**src/rtl/outbuf_writer_pkg.sv**
```systemverilog
// Shared sizing and state encoding for the output frame-buffer writer.
package outbuf_writer_pkg;
  localparam int DATA_W     = 24;
  localparam int ADDR_W     = 17;
  localparam int WIDTH      = 480;
  localparam int HEIGHT     = 272;
  localparam int DEPTH      = WIDTH * HEIGHT;
  localparam int BORDER_CNT = 2 * WIDTH + 2 * (HEIGHT - 2);
  localparam logic [DATA_W-1:0] BORDER_VAL = '0;

  typedef enum logic [1:0] {S_IDLE, S_WRITE, S_FILL, S_DONE} state_t;
endpackage

```
**src/rtl/outbuf_border_addr_gen.sv**
```systemverilog
// Walks the frame border: top row, left/right pairs of middle rows, bottom row.
module outbuf_border_addr_gen
  import outbuf_writer_pkg::*;
#(
  parameter int ADDR_W = outbuf_writer_pkg::ADDR_W,
  parameter int WIDTH  = outbuf_writer_pkg::WIDTH,
  parameter int HEIGHT = outbuf_writer_pkg::HEIGHT
) (
  input  logic              clk,
  input  logic              rst_n,
  input  logic              start,
  input  logic              step,
  output logic [ADDR_W-1:0] addr,
  output logic              last
);
  localparam int XW = $clog2(WIDTH);
  localparam int YW = $clog2(HEIGHT);

  logic [XW-1:0] x;
  logic [YW-1:0] y;
  logic          x_end, full_row;

  assign x_end    = (x == XW'(WIDTH - 1));
  assign full_row = (y == '0) || (y == YW'(HEIGHT - 1));
  assign last     = x_end && (y == YW'(HEIGHT - 1));

  always_ff @(posedge clk or negedge rst_n) begin
    if (!rst_n) begin
      x    <= '0;
      y    <= '0;
      addr <= '0;
    end else if (start) begin
      x    <= '0;
      y    <= '0;
      addr <= '0;
    end else if (step && !last) begin
      // From any right edge the next border pixel is the following address.
      if (x_end) begin
        x    <= '0;
        y    <= y + YW'(1);
        addr <= addr + ADDR_W'(1);
      end else if (full_row) begin
        x    <= x + XW'(1);
        addr <= addr + ADDR_W'(1);
      end else begin
        x    <= XW'(WIDTH - 1);
        addr <= addr + ADDR_W'(WIDTH - 1);
      end
    end
  end
endmodule

```
**src/rtl/outbuf_writer.sv**
```systemverilog
// Writes the interior pixel stream into the frame buffer, then paints the border.
module outbuf_writer
  import outbuf_writer_pkg::*;
#(
  parameter int DATA_W = outbuf_writer_pkg::DATA_W,
  parameter int ADDR_W = outbuf_writer_pkg::ADDR_W,
  parameter int WIDTH  = outbuf_writer_pkg::WIDTH,
  parameter int HEIGHT = outbuf_writer_pkg::HEIGHT,
  parameter logic [DATA_W-1:0] BORDER_VAL = outbuf_writer_pkg::BORDER_VAL
) (
  input  logic              iClk,
  input  logic              iRst,
  input  logic              iStart,
  input  logic              iValid,
  input  logic [DATA_W-1:0] iPixel,
  output logic              oCs,
  output logic              oWe,
  output logic [ADDR_W-1:0] oAddr,
  output logic [DATA_W-1:0] oDin,
  output logic              oBusy,
  output logic              oDone,
  output logic              oErr
);
  localparam int CW = $clog2(WIDTH);
  localparam int RW = $clog2(HEIGHT);

  state_t            state, state_nx;
  logic [CW-1:0]     col;
  logic [RW-1:0]     row;
  logic [ADDR_W-1:0] int_addr, fill_addr;
  logic              fill_last, start_ok, accept, col_end, last_px, fill_wr, wr, drop;

  assign start_ok = (state == S_IDLE) && iStart;
  assign accept   = (state == S_WRITE) && iValid;
  assign fill_wr  = (state == S_FILL);
  assign wr       = accept || fill_wr;
  // The start cycle swallows a coincident iValid silently.
  assign drop     = iValid && !start_ok && (state != S_WRITE);
  assign col_end  = (col == CW'(WIDTH - 3));
  assign last_px  = col_end && (row == RW'(HEIGHT - 3));
  assign oBusy    = (state == S_WRITE) || (state == S_FILL);

  always_comb begin
    state_nx = state;
    case (state)
      S_IDLE:  if (iStart) state_nx = S_WRITE;
      S_WRITE: if (accept && last_px) state_nx = S_FILL;
      S_FILL:  if (fill_last) state_nx = S_DONE;
      default: state_nx = S_IDLE;
    endcase
  end

  always_ff @(posedge iClk or negedge iRst) begin
    if (!iRst) state <= S_IDLE;
    else       state <= state_nx;
  end

  // Interior address walks incrementally; leaving a row skips the right and left border.
  always_ff @(posedge iClk or negedge iRst) begin
    if (!iRst) begin
      col      <= '0;
      row      <= '0;
      int_addr <= '0;
    end else if (start_ok) begin
      col      <= '0;
      row      <= '0;
      int_addr <= ADDR_W'(WIDTH + 1);
    end else if (accept) begin
      if (col_end) begin
        col      <= '0;
        row      <= row + RW'(1);
        int_addr <= int_addr + ADDR_W'(3);
      end else begin
        col      <= col + CW'(1);
        int_addr <= int_addr + ADDR_W'(1);
      end
    end
  end

  outbuf_border_addr_gen #(
    .ADDR_W (ADDR_W),
    .WIDTH  (WIDTH),
    .HEIGHT (HEIGHT)
  ) u_border (
    .clk   (iClk),
    .rst_n (iRst),
    .start (accept && last_px),
    .step  (fill_wr),
    .addr  (fill_addr),
    .last  (fill_last)
  );

  always_ff @(posedge iClk or negedge iRst) begin
    if (!iRst) begin
      oCs   <= 1'b0;
      oWe   <= 1'b0;
      oAddr <= '0;
      oDin  <= '0;
      oDone <= 1'b0;
      oErr  <= 1'b0;
    end else begin
      oCs   <= wr;
      oWe   <= wr;
      if (accept) begin
        oAddr <= int_addr;
        oDin  <= iPixel;
      end else if (fill_wr) begin
        oAddr <= fill_addr;
        oDin  <= BORDER_VAL;
      end
      oDone <= (state == S_DONE);
      if (start_ok)  oErr <= 1'b0;
      else if (drop) oErr <= 1'b1;
    end
  end
endmodule
```
**config.mk**
```make
export PLATFORM = sky130hd
export DESIGN_NAME = outbuf_writer
export DESIGN_NICKNAME = d
export VERILOG_FILES = /design/src/rtl/outbuf_writer_pkg.sv /design/src/rtl/outbuf_border_addr_gen.sv /design/src/rtl/outbuf_writer.sv
export SDC_FILE = /design/constraint.sdc
export NUM_CORES = 1
export LEC_CHECK = 0
export ABC_AREA = 1
export BUFFER_PORTS_ARGS = -buffer_cell sky130_fd_sc_hd__buf_2
export CAP_MARGIN = 5
export CORE_UTILIZATION = 60
export DETAILED_ROUTE_END_ITERATION = 10
export PLACE_DENSITY = 0.83
export SLEW_MARGIN = 20
export SYNTH_ARGS = -nofsm -noshare
export SYNTH_HDL_FRONTEND = slang
export SYNTH_SLANG_ARGS = --single-unit
```
**constraint.sdc**
```tcl
create_clock -name iClk -period 5.8 [get_ports iClk]
set_clock_uncertainty 0.15 [all_clocks]
set_input_delay 0.58 -clock iClk [delete_from_list [all_inputs] [get_ports iClk]]
set_output_delay 0.58 -clock iClk [all_outputs]
set_load 0.03 [all_outputs]
```
# Word level (Yosys, flattened, before mapping)
# Index checks and enable logic that the tools add are counted.
# totals
out_inout_bits	46
inputBits	28
regBits	116
n_memories	0
latchBits	0
mem_bits_ro	0
ram_bits	0
elab_cells	85
# classes
div	0
n_mul	0
add_sub_neg	8
n_lt_le_gt_ge	0
bitwise_logic	0
n_mux	30
n_eq_ne	11
reduce_logical	24
shift	0
# ops
cell	count
$mux 17	9
$mux 9	13
$mux 24	2
$add 9x1->9 const B	4
$eq 9x9->1 const B	4
$add 17x1->17 const B	2
$add 17x2->17 const B	1
$add 17x9->17 const B	1
$reduce_bool 2->1	6
$logic_not 9->1	1
$logic_and 1x1->1	8
$mux 2	3
$ne 2x1->1 const B	3
$pmux 2 s3	1
$eq 2x2->1 const B	2
$reduce_and 2->1	2
$logic_or 1x1->1	3
$reduce_and 3->1	1
$eq 2x1->1 const B	1
$logic_not 1->1	2
$logic_not 2->1	1
$mux 1	2
$ne 2x2->1 const B	1

# Logic depth before layout (Yosys ltp)
# logic_depth
ltp_word	7
depth_mapped	13
mapped_depth_nobuf	13

# Cells and area by module
# From an unflattened synthesis, not the netlist that was laid out.
# unflattened
hier_cells	822
area_unflattened_um2	6503.7
# by_module_without_submodules
module	cells_per_inst	seq_area_each_um2	n_inst	area_each_um2
outbuf_writer	437	2026.9	1	3918.8
outbuf_border_addr_gen	385	875.8	1	2585.0

# Worst setup path before layout
# OpenSTA, ideal clock, no wires.
# synth_path
path_type	register -> register
from	reg col[1]
to	reg int_addr[16]
path_slack_ps	3491
arrival_ps	2027
required_ps	5518
path_stages_with_launch	13
period_less_slack_ps	2309
cell_sequence	dfrtp_1 inv_1 ha_1 nand4_2 nor3_4 fa_1 nand2_1 nor2_1 inv_1 nor3_1 nand4_1 nand4_1 o21ai_0
# synth_between
elab_chain_len	4
# synth_lines
element	line	source
start: declaration	outbuf_writer.sv:28	logic [CW-1:0] col;
start signal: assignment	outbuf_writer.sv:74	col <= col + CW'(1);
$eq 9x9->1	outbuf_writer.sv:39	assign col_end = (col == CW'(WIDTH - 3));
$mux 17	outbuf_writer.sv:69	if (col_end) begin
$mux 17	outbuf_writer.sv:68	end else if (accept) begin
$mux 17	outbuf_writer.sv:64	end else if (start_ok) begin
end signal: assignment	outbuf_writer.sv:67	int_addr <= ADDR_W'(WIDTH + 1);
end signal: assignment	outbuf_writer.sv:72	int_addr <= int_addr + ADDR_W'(3);
end signal: assignment	outbuf_writer.sv:75	int_addr <= int_addr + ADDR_W'(1);
end: declaration	outbuf_writer.sv:30	logic [ADDR_W-1:0] int_addr, fill_addr;
# No other way between the ends. The select of a mux whose other input is x is not followed.
# A chain may end at the register's enable or synchronous reset.

# Worst setup path after layout
# layout_path
from	reg state[1]
to	reg int_addr[15]
# layout_between
elab_chain_len	3
# layout_lines
element	line	source
start: declaration	outbuf_writer.sv:27	state_t state, state_nx;
start signal: assignment	outbuf_writer.sv:55	else state <= state_nx;
$eq 2x1->1 / $logic_not 2->1 (equally long branches)	outbuf_writer.sv:34, outbuf_writer.sv:33	
$logic_and 1x1->1, on equally long branches	outbuf_writer.sv:34, outbuf_writer.sv:33	
$reduce_bool 2->1 (no line) / $mux 17 (equally long branches)	-	
# Parallel ways exist; a longest one is shown, timed or not.

==> impl_metrics.json <==
{
  "final_common_cell": "nand2_1",
  "p_total_mw": 1.74,
  "root_buffer": "clkbuf_8",
  "status": "finished, final reports clean",
  "tightest_slew_ns": 0.900,
  "slew_viol_final": 0,
  "grt_max_degree": 72,
  "cts_max_path_buffers": 2,
  "ys_types": 41,
  "rsz0062_at_grt": "false",
  "synthArstFlopShare": 1.00,
  "antenna_left": 0,
  "vias": 6066,
  "start_util": 0.626,
  "routed_wirelength_um": 16000,
  "cp_data_arrival_time_ns": 3.13,
  "syn-instance-count": 872,
  "cap_violations": 0,
  "grt_first_pass_wirelength_um": 26900,
  "fmax_mhz": 355,
  "port_buffers": 73,
  "synth_seq_area_share": 0.443,
  "die-width_um": 106,
  "finalCriticalPeriod_ns": 2.82,
  "die_h_um": 106,
  "hp-class": "input port to async pin",
  "drtPass1Iterations": 7,
  "fin_nets": 978,
  "post_drt_wl_per_cell_um": 14.8,
  "gp_congestion": 0.903,
  "finalSetupViolations": 0,
  "synth_ff_type": "dfrtp_1",
  "gr-usage-all-layers": 0.305,
  "clk_latency_ns": 0.53,
  "hold_buffers": 0,
  "dr.first_iter.drc_count": 618,
  "die_area_mm2": 0.0113,
  "grt_pass1_vias": 5675,
  "synth_edf_count": 0,
  "core-area_mm2": 0.0105,
  "yosysWarnings": 0,
  "clk_pin_slew_ns": 0.06,
  "numCtsBuffers": 17,
  "cp_max_fo": 63,
  "critPathLaunchType": "register",
  "cts_tree": "yes",
  "cts_resized": 0,
  "antenna_found_initial": 0,
  "drive_gt1_frac": 0.137,
  "path_class": "register to register",
  "row_count": 37,
  "areaGrowthSynthToFinish_pct": 13.7,
  "tns_ns": 0,
  "dpl.hpwl_um": 10900,
  "cts-htree-levels": 4,
  "numClockSinks": 116,
  "power.density_mw_per_mm2": 234,
  "max_slew_margin": 0.400,
  "vias_per_cell": 5.61,
  "ir_drop_v": 0.000216,
  "power_leakage_nw": 4.03,
  "ioPinCount": 74,
  "synth.cell_area_mm2": 0.00655,
  "diodes": 0,
  "avgSynthCellArea_um2": 7.51,
  "ys_seq_elements": 116,
  "finalHoldViolCount": 0,
  "final_cell_mix": "269 x nand2_1, 116 x dfrtp_1, 101 x nand3_1, 89 x inv_1, 73 x nor2_1",
  "syn-num-nets": 915,
  "grt_overflow": 0,
  "fin_crit_sh": 0.485,
  "post_cts.repair.setup_buffers": 0,
  "cp_data_required_time_ns": 6.11,
  "worstSetupEndpointType": "register",
  "drc": 0
}
final timing paths:
path | slack [ns] | to | from | cells past startpoint
max | 2.98 | int_addr[15] | state[1] | 11
min | 0.02 | row[1] | iRst | 1
max reg2reg | 2.98 | int_addr[15] | state[1] | 11
min reg2reg | 0.34 | u_border.y[8] | u_border.y[8] | 2
max in group asynchronous | 4.37 | u_border.addr[4] | iRst | 2
min in group iClk | 0.10 | oDin[14] | iPixel[14] | 3
logic make-up after synthesis:
kind of cell / share of synthesized area
AND/OR/NAND/NOR: 0.345
buffers and inverters: 0.0793
flip-flops: 0.443
AO/OA/AOI/OAI: 0.0810
XOR/XNOR: 0.0201
adder cells (fa/ha/maj): 0.0298
multiplexers: 0.00153
where the power goes:
| part | switching [mW] | internal (mW) | leakage, nW |
|---|---|---|---|
| clock network | 0.348 | 0.559 | 0.252 |
| logic | 0.0178 | 0.00694 | 2.31 |
| registers | 0.0000000000000000168 | 0.810 | 1.46 |
stage by stage:
step                      utilization  setup WS [ns]  instances  cell area (um^2)  hold slack, ns
after global placement          0.663           3.11       1052              6940           0.316
after global routing            0.711           2.71       1081              7440          0.0957
final                           0.711           2.98       1081              7440          0.0199
after CTS                       0.711           3.01       1081              7440          0.0671
after detailed placement        0.663           3.07       1052              6940           0.323
after floorplan                     -           3.49        872              6550           0.134
flip-flops by register name, summed over array words and instances (netlist names):
register	flops
oDin	24
int_addr	17
oAddr	17
u_border.addr	17
col	9
row	9
u_border.x	9
u_border.y	9
state	2
oDone	1
oErr	1
oWe	1
metal layers:
metal	GRT usage	vias up	wire (um)
met3	0.0773	37	1050
met4	0.117	0	357
met1	0.409	2859	6990
li1	-	2967	-
met5	0	-	0
met2	0.475	203	7600
final cells by class:
| class | count | area (um^2) |
|---|---|---|
| sequential | 116 | 2900 |
| clock buffer | 24 | 480 |
| multi-input combinational | 631 | 3130 |
| timing repair buffer | 75 | 383 |
| fill | 834 | 3020 |
| inverter | 94 | 353 |
| tap | 136 | 170 |
| clock inverter | 5 | 27.5 |
critical path, stage by stage, from the launching register on:
cell	delay, ns
dfrtp_1	0.40
inv_1	0.10
ha_1	0.21
nand2_2	0.06
buf_4	0.30
inv_2	0.63
nand2_1	0.21
nor4_1	0.25
nand3_1	0.14
nand2_1	0.09
nand2_1	0.04
nor2_1	0.11
cell usage after synthesis, types with 10 or more instances:
| library cell | n | share of area |
|---|---|---|
| o21ai_0 | 35 | 0.027 |
| xor2_1 | 14 | 0.019 |
| o221ai_1 | 10 | 0.013 |
| nor3_1 | 15 | 0.011 |
| nand4_1 | 23 | 0.022 |
| a21oi_1 | 22 | 0.017 |
| dfrtp_1 | 116 | 0.44 |
| nand3_1 | 101 | 0.077 |
| ha_1 | 14 | 0.027 |
| nand2_1 | 269 | 0.15 |
| inv_1 | 89 | 0.051 |
| nor2_1 | 73 | 0.042 |
Power figures use the tool's default switching activity.
